File: config.mk
export PLATFORM = sky130hd
export DESIGN_NAME = xlink_tx_serializer_flat
export DESIGN_NICKNAME = d
export VERILOG_FILES = /design/src/rtl/xlink_tx_serializer_if.sv /design/src/rtl/xlink_tx_serializer.sv /design/src/flat_wrapper.sv
export SDC_FILE = /design/constraint.sdc
export NUM_CORES = 1
export LEC_CHECK = 0
export CAP_MARGIN = 20
export CORE_MARGIN = 3
export CORE_UTILIZATION = 45
export DETAILED_ROUTE_END_ITERATION = 10
export GPL_TIMING_DRIVEN = 0
export MAX_ROUTING_LAYER = met4
export PLACE_DENSITY_LB_ADDON = 0.25
export SLEW_MARGIN = 10
export SYNTH_ARGS = -nofsm -noshare
export SYNTH_HDL_FRONTEND = slang
export SYNTH_SLANG_ARGS = --single-unit
File: constraint.sdc
create_clock -name clk -period 6.22 [get_ports clk]
set_clock_uncertainty 0.15 [all_clocks]
set_input_delay 0.622 -clock clk [delete_from_list [all_inputs] [get_ports clk]]
set_output_delay 0.622 -clock clk [all_outputs]
set_load 0.1 [all_outputs]
File: src/rtl/xlink_tx_serializer_if.sv
// Link-controller side bundle of the xlink transmit serializer: token write
// port, line control inputs and the line/status outputs.
interface xlink_tx_serializer_if #(
  parameter int DEPTH = 16,
  parameter int DLY_W = 8
) ();

  logic [8:0]               tx_token_buf_in;
  logic                     tx_buf_wen;
  logic                     tx_enable;
  logic [DLY_W-1:0]         bit_delay;
  logic                     clr_overflow;
  logic [1:0]               link_out;
  logic                     tx_busy;
  logic [$clog2(DEPTH):0]   fifo_level;
  logic                     overflow;

  // Link controller: pushes tokens and steers the line
  modport master (
    output tx_token_buf_in,
    output tx_buf_wen,
    output tx_enable,
    output bit_delay,
    output clr_overflow,
    input  link_out,
    input  tx_busy,
    input  fifo_level,
    input  overflow
  );

  // Serializer: consumes tokens and drives the 2-wire line
  modport slave (
    input  tx_token_buf_in,
    input  tx_buf_wen,
    input  tx_enable,
    input  bit_delay,
    input  clr_overflow,
    output link_out,
    output tx_busy,
    output fifo_level,
    output overflow
  );

endinterface

File: src/rtl/xlink_tx_serializer.sv
// Transmit side of a 2-wire transition-coded link. Tokens (flag + byte) are
// queued in a small FIFO and sent one bit per line transition: a 1 toggles
// wire1, a 0 toggles wire0. The flag bit goes first, then the payload LSB
// first. Transitions are spaced bit_delay+2 clocks apart, and a queued token
// follows the previous one with no extra idle cycle.
module xlink_tx_serializer #(
  parameter int DEPTH = 16,
  parameter int DLY_W = 8
) (
  input  logic                  clk,
  input  logic                  reset_n,
  xlink_tx_serializer_if.slave  bus
);

  localparam int AW = $clog2(DEPTH);
  localparam int LW = AW + 1;

  typedef enum logic [1:0] {
    IDLE  = 2'd0,
    SHIFT = 2'd1,
    GAP   = 2'd2
  } state_t;

  state_t           state_q, state_d;
  logic [8:0]       mem [DEPTH];
  logic [AW-1:0]    wr_ptr, rd_ptr;
  logic [LW-1:0]    level_q;
  logic             overflow_q;
  logic [8:0]       shift_q;
  logic [3:0]       bit_cnt_q;
  logic [DLY_W-1:0] dly_cnt_q;
  logic [1:0]       link_q;

  logic             pop;
  logic             do_shift;
  logic             can_pop;
  logic             full;
  logic             wr_accept;
  logic             wr_drop;
  logic [8:0]       head;

  assign full      = (level_q == LW'(DEPTH));
  assign can_pop   = (level_q != '0) && bus.tx_enable;
  assign wr_accept = bus.tx_buf_wen && (!full || pop);
  assign wr_drop   = bus.tx_buf_wen && full && !pop;
  assign head      = mem[rd_ptr];

  // Token storage; pointers and level carry the valid state, so no reset here
  always_ff @(posedge clk) begin
    if (wr_accept) begin
      mem[wr_ptr] <= bus.tx_token_buf_in;
    end
  end

  // FIFO pointers and occupancy; a write and pop together leave the level alone
  always_ff @(posedge clk or negedge reset_n) begin
    if (!reset_n) begin
      wr_ptr  <= '0;
      rd_ptr  <= '0;
      level_q <= '0;
    end else begin
      if (wr_accept) begin
        wr_ptr <= wr_ptr + AW'(1);
      end
      if (pop) begin
        rd_ptr <= rd_ptr + AW'(1);
      end
      case ({wr_accept, pop})
        2'b10:   level_q <= level_q + LW'(1);
        2'b01:   level_q <= level_q - LW'(1);
        default: level_q <= level_q;
      endcase
    end
  end

  // Sticky drop flag; a fresh drop wins over a clear in the same cycle
  always_ff @(posedge clk or negedge reset_n) begin
    if (!reset_n) begin
      overflow_q <= 1'b0;
    end else if (wr_drop) begin
      overflow_q <= 1'b1;
    end else if (bus.clr_overflow) begin
      overflow_q <= 1'b0;
    end
  end

  // Serializer state register
  always_ff @(posedge clk or negedge reset_n) begin
    if (!reset_n) begin
      state_q <= IDLE;
    end else begin
      state_q <= state_d;
    end
  end

  // Next state plus pop/shift strobes; at the end of a token's last gap the
  // next queued token is popped directly so spacing stays uniform
  always_comb begin
    state_d  = state_q;
    pop      = 1'b0;
    do_shift = 1'b0;
    case (state_q)
      IDLE: begin
        if (can_pop) begin
          pop     = 1'b1;
          state_d = SHIFT;
        end
      end
      SHIFT: begin
        do_shift = 1'b1;
        state_d  = GAP;
      end
      GAP: begin
        if (dly_cnt_q == '0) begin
          if (bit_cnt_q != 4'd0) begin
            state_d = SHIFT;
          end else if (can_pop) begin
            pop     = 1'b1;
            state_d = SHIFT;
          end else begin
            state_d = IDLE;
          end
        end
      end
      default: state_d = IDLE;
    endcase
  end

  // Shift register, bit/delay counters and the line; the flag is parked at
  // bit 0 so a plain right shift yields flag then payload LSB first
  always_ff @(posedge clk or negedge reset_n) begin
    if (!reset_n) begin
      shift_q   <= '0;
      bit_cnt_q <= '0;
      dly_cnt_q <= '0;
      link_q    <= 2'b00;
    end else if (pop) begin
      shift_q   <= {head[7:0], head[8]};
      bit_cnt_q <= 4'd9;
    end else if (do_shift) begin
      if (shift_q[0]) begin
        link_q[1] <= ~link_q[1];
      end else begin
        link_q[0] <= ~link_q[0];
      end
      shift_q   <= {1'b0, shift_q[8:1]};
      bit_cnt_q <= bit_cnt_q - 4'd1;
      dly_cnt_q <= bus.bit_delay;
    end else if ((state_q == GAP) && (dly_cnt_q != '0)) begin
      dly_cnt_q <= dly_cnt_q - DLY_W'(1);
    end
  end

  assign bus.link_out   = link_q;
  assign bus.tx_busy    = (state_q != IDLE);
  assign bus.fifo_level = level_q;
  assign bus.overflow   = overflow_q;

endmodule

File: src/flat_wrapper.sv
// flat-port wrapper written by rule: the top's interface ports become plain ports
module xlink_tx_serializer_flat 
#(
  parameter int DEPTH = 16,
  parameter int DLY_W = 8
)
  (clk, reset_n, bus_tx_token_buf_in, bus_tx_buf_wen, bus_tx_enable, bus_bit_delay, bus_clr_overflow, bus_link_out, bus_tx_busy, bus_fifo_level, bus_overflow);
  xlink_tx_serializer_if #(.DEPTH(DEPTH), .DLY_W(DLY_W)) bus_i ();
  input  logic clk;
  input  logic reset_n;
  input wire logic [$bits(bus_i.tx_token_buf_in)-1:0] bus_tx_token_buf_in;
  input wire logic [$bits(bus_i.tx_buf_wen)-1:0] bus_tx_buf_wen;
  input wire logic [$bits(bus_i.tx_enable)-1:0] bus_tx_enable;
  input wire logic [$bits(bus_i.bit_delay)-1:0] bus_bit_delay;
  input wire logic [$bits(bus_i.clr_overflow)-1:0] bus_clr_overflow;
  output wire logic [$bits(bus_i.link_out)-1:0] bus_link_out;
  output wire logic [$bits(bus_i.tx_busy)-1:0] bus_tx_busy;
  output wire logic [$bits(bus_i.fifo_level)-1:0] bus_fifo_level;
  output wire logic [$bits(bus_i.overflow)-1:0] bus_overflow;
  assign bus_i.tx_token_buf_in = bus_tx_token_buf_in;
  assign bus_i.tx_buf_wen = bus_tx_buf_wen;
  assign bus_i.tx_enable = bus_tx_enable;
  assign bus_i.bit_delay = bus_bit_delay;
  assign bus_i.clr_overflow = bus_clr_overflow;
  assign bus_link_out = bus_i.link_out;
  assign bus_tx_busy = bus_i.tx_busy;
  assign bus_fifo_level = bus_i.fifo_level;
  assign bus_overflow = bus_i.overflow;
  xlink_tx_serializer #(.DEPTH(DEPTH), .DLY_W(DLY_W)) u_core (.clk(clk), .reset_n(reset_n), .bus(bus_i));
endmodule
==> metrics.cfg <==
[sta]
slew_viol_final=0
hold_viol_final=0
setup_viol=0
whs_ps=318
relSlewSlack_pct=30.0
period_needed_ps=3650
worstMarginPinSlew_ps=1050
postLayoutSetupSlackWorst_ps=2570
tns_ps=0
rsz0062_at_grt=false
timing.final.crit_share_pct=58.7
fmax_ghz=0.274

[final_layout]
fin_util_pct=54.9
drive_above_1_share_pct=18.4
nets=553
layout.cells.non_filler=749
postLayoutCellArea_um2=8870
syn2layout_area_growth_pct=17.0
antennaDiodeCount=0

[global_routing]
grt_max_degree=24
grt_use_total_pct=18.3
antenna_found_initial=0
overflow=0
grt_pass1_vias=4251
grt_pass1_wl_um=24100

[route]
route.detailed.drc=0
dr.pass1.iters=4
avgRoutedWirePerCell_um=20.2
via_per_inst=5.45
vias=4081
drt-initial-drc-count=288
ant_nets=0
drt-total-wl_um=15100

[floorplan]
io_pins=31
start_util_pct=46.9
fp-row-count=46
die_area_um2=18500
dieHeight_um=136
die_w_um=136
core-area_um2=16200

[logic_synthesis]
yosysMostFrequentCell=edfxtp_1
synth_fp_nets=494
yosys-top-cells-count=edfxtp_1 (144), nand2_1 (45), dfrtp_1 (39)
syn_area_um2=7590
avgSynthCellArea_um2=16.5
synth_top_area_share_pct=57.0
synth-main-ff-cell=edfxtp_1
synth_cell_types=49
synth_edf_count=144
ys_top_cells_by_area=edfxtp_1 (57%), dfrtp_1 (13%), mux4_2 (11%)
synth.ff_latch_count=183
yosysTopAreaCell=edfxtp_1
synthArstFlopShare_pct=21.3
synth_cells=461
yosysSeqAreaShare_pct=69.9
ys_warn_count=0

[critical_path]
required_ps=6420
crit_path_start_kind=flop
reg2reg_from=u_core.dly_cnt_q[0]$_DFFE_PN0P_
crit_family=compound AO/OA/AOI/OAI gates
worstPathMaxFanout=7
crit_chain=inv_1 > ha_1 > nor3b_1 > a31oi_1 > o21ai_1 > nand2_1 > ha_1 > clkbuf_1 > xor2_1 > ha_1 > o21a_1 > o21ai_0 > nand3b_1 > a21oi_1 > xnor2_1
arrival_ps=3850
ff2ff_setup_slack_ps=2570
path_class=reg2reg
slowest_stage=dfrtp_1
reg2reg_depth=15
crit_top_cell=ha_1
crit_path_max_incr_delay_ps=410
cp-end-kind=flop
path_buf_inv=2
r2r-end=u_core.bus.fifo_level[4]$_DFFE_PN0P_

[power]
swShare_pct=34.6
p_leak_nw=3.06
power.switching_mw=1.47
pwr-share-comb_pct=35.7
peakVddDrop_uv=265
seqPwrFrac_pct=39.1
p_clk_share_pct=25.2
p_per_area_nw_per_um2=480
p_int_mw=2.79
total_power_mw=4.26

[min_path]
min-delay-start=u_core.bus.link_out[0]$_DFFE_PN0P_
min_to=u_core.bus.link_out[0]$_DFFE_PN0P_
worstHoldPathType=reg2reg
holdPathStages=1

[clock_network]
insertion_delay_ps=430
cts-root-buf=clkbuf_16
cts_made_buffers=17
hold_buffers=1
clk_pin_slew_ps=60
cts_buffer_depth=2
cts_tree=built
cts.sinks=183
cts_setup_buffers=0
cts-resized-gates=0
h-tree-depth=4

[placed_design]
io_buffers=30
dpl.cell_count=712
hpwl_um=10200
post-place-ws_ps=2570
gp_congestion=0.811
place_area_um2=8240

[job]
drv_cap=0

[outcome]
status=finished, final reports clean

area by class of cell:
class,instances,area (um^2)
flip-flops and latches,183,5300
well taps,216,270
multi-input cells,241,2130
clock buffers,21,440
repair buffers,40,408
plain buffers,26,135
fillers,1259,7300
clock inverters,11,149
inverters,11,43.8
layout by cell type (no fill, tap or decap), types with 3 or more instances in the layout:
master             n
nor3_1             5
dfrtp_1           39
clkinvlp_4         3
inv_1             10
bufinv_16          3
nand3_1            7
nand2_1           45
a21oi_1            4
mux4_2            36
mux2i_1            4
clkdlybuf4s50_1   29
clkbuf_1          17
ha_1              11
nor2_1            23
a31oi_1            8
o21ai_0            9
buf_6              7
xnor2_1           13
clkbuf_16         17
xor2_1            11
and3_1             5
nor2b_1            8
buf_4              6
nor3_2             4
a22oi_1           11
nand2b_1           4
buf_2              7
edfxtp_1         144
state kept, by name (all words and copies together) (netlist names):
| name | count |
|---|---|
| u_core.mem | 144 |
| u_core.shift_q | 9 |
| u_core.dly_cnt_q | 8 |
| u_core.bus.fifo_level | 5 |
| u_core.bit_cnt_q | 4 |
| u_core.rd_ptr | 4 |
| u_core.wr_ptr | 4 |
| u_core.bus.link_out | 2 |
| u_core.state_q | 2 |
| u_core.bus.overflow | 1 |
power groups by stage:
| stage | Clock (mW) | Combinational [mW] | Sequential [mW] |
|---|---|---|---|
| floorplan | 0 | 0.961 | 1.84 |
| global placement | 0 | 1.48 | 1.68 |
| detailed placement | 0 | 1.53 | 1.69 |
| CTS | 1.09 | 1.54 | 1.67 |
| global route | 1.14 | 1.66 | 1.69 |
| finish | 1.07 | 1.52 | 1.67 |
layer usage:
layer  global-route usage (%)  vias up  routed length, um
met5                        -        -                  0
met4                     5.26        0                141
met3                     4.63       15                894
met2                     28.6      104               7450
met1                     24.1     2082               6630
li1                         -     1880                  -
worst max path at each step:
stage	startpoint	end	slack, ps	cells after the start
4_1_cts	u_core.dly_cnt_q[0]$_DFFE_PN0P_	u_core.bus.fifo_level[4]$_DFFE_PN0P_	2550	15
3_5_place_dp	u_core.dly_cnt_q[0]$_DFFE_PN0P_	u_core.bus.fifo_level[4]$_DFFE_PN0P_	2570	15
5_1_grt	u_core.dly_cnt_q[0]$_DFFE_PN0P_	u_core.bus.fifo_level[4]$_DFFE_PN0P_	2210	15
2_1_floorplan	u_core.bus.fifo_level[1]$_DFFE_PN0P_	u_core.bus.fifo_level[4]$_DFFE_PN0P_	2570	16
3_3_place_gp	u_core.dly_cnt_q[0]$_DFFE_PN0P_	u_core.mem[3][4]$_DFFE_PP_	2410	8
6_report	u_core.dly_cnt_q[0]$_DFFE_PN0P_	u_core.bus.fifo_level[4]$_DFFE_PN0P_	2570	15
cells by family (layout without fill, tap and decap cells):
| kind of cell | after synthesis | in the layout | share of synthesized area (%) |
|---|---|---|---|
| AOI/OAI and AO/OA | 48 | 48 | 4.29 |
| adders and majority gates | 11 | 11 | 1.81 |
| xor gates and xnor gates | 24 | 24 | 2.77 |
| muxes | 42 | 42 | 11.5 |
| buffers and inverters | 37 | 109 | 2.36 |
| DFF | 183 | 183 | 69.9 |
| and+or+nand+nor | 116 | 116 | 7.40 |
No activity file was read; power rests on OpenSTA's default activity.
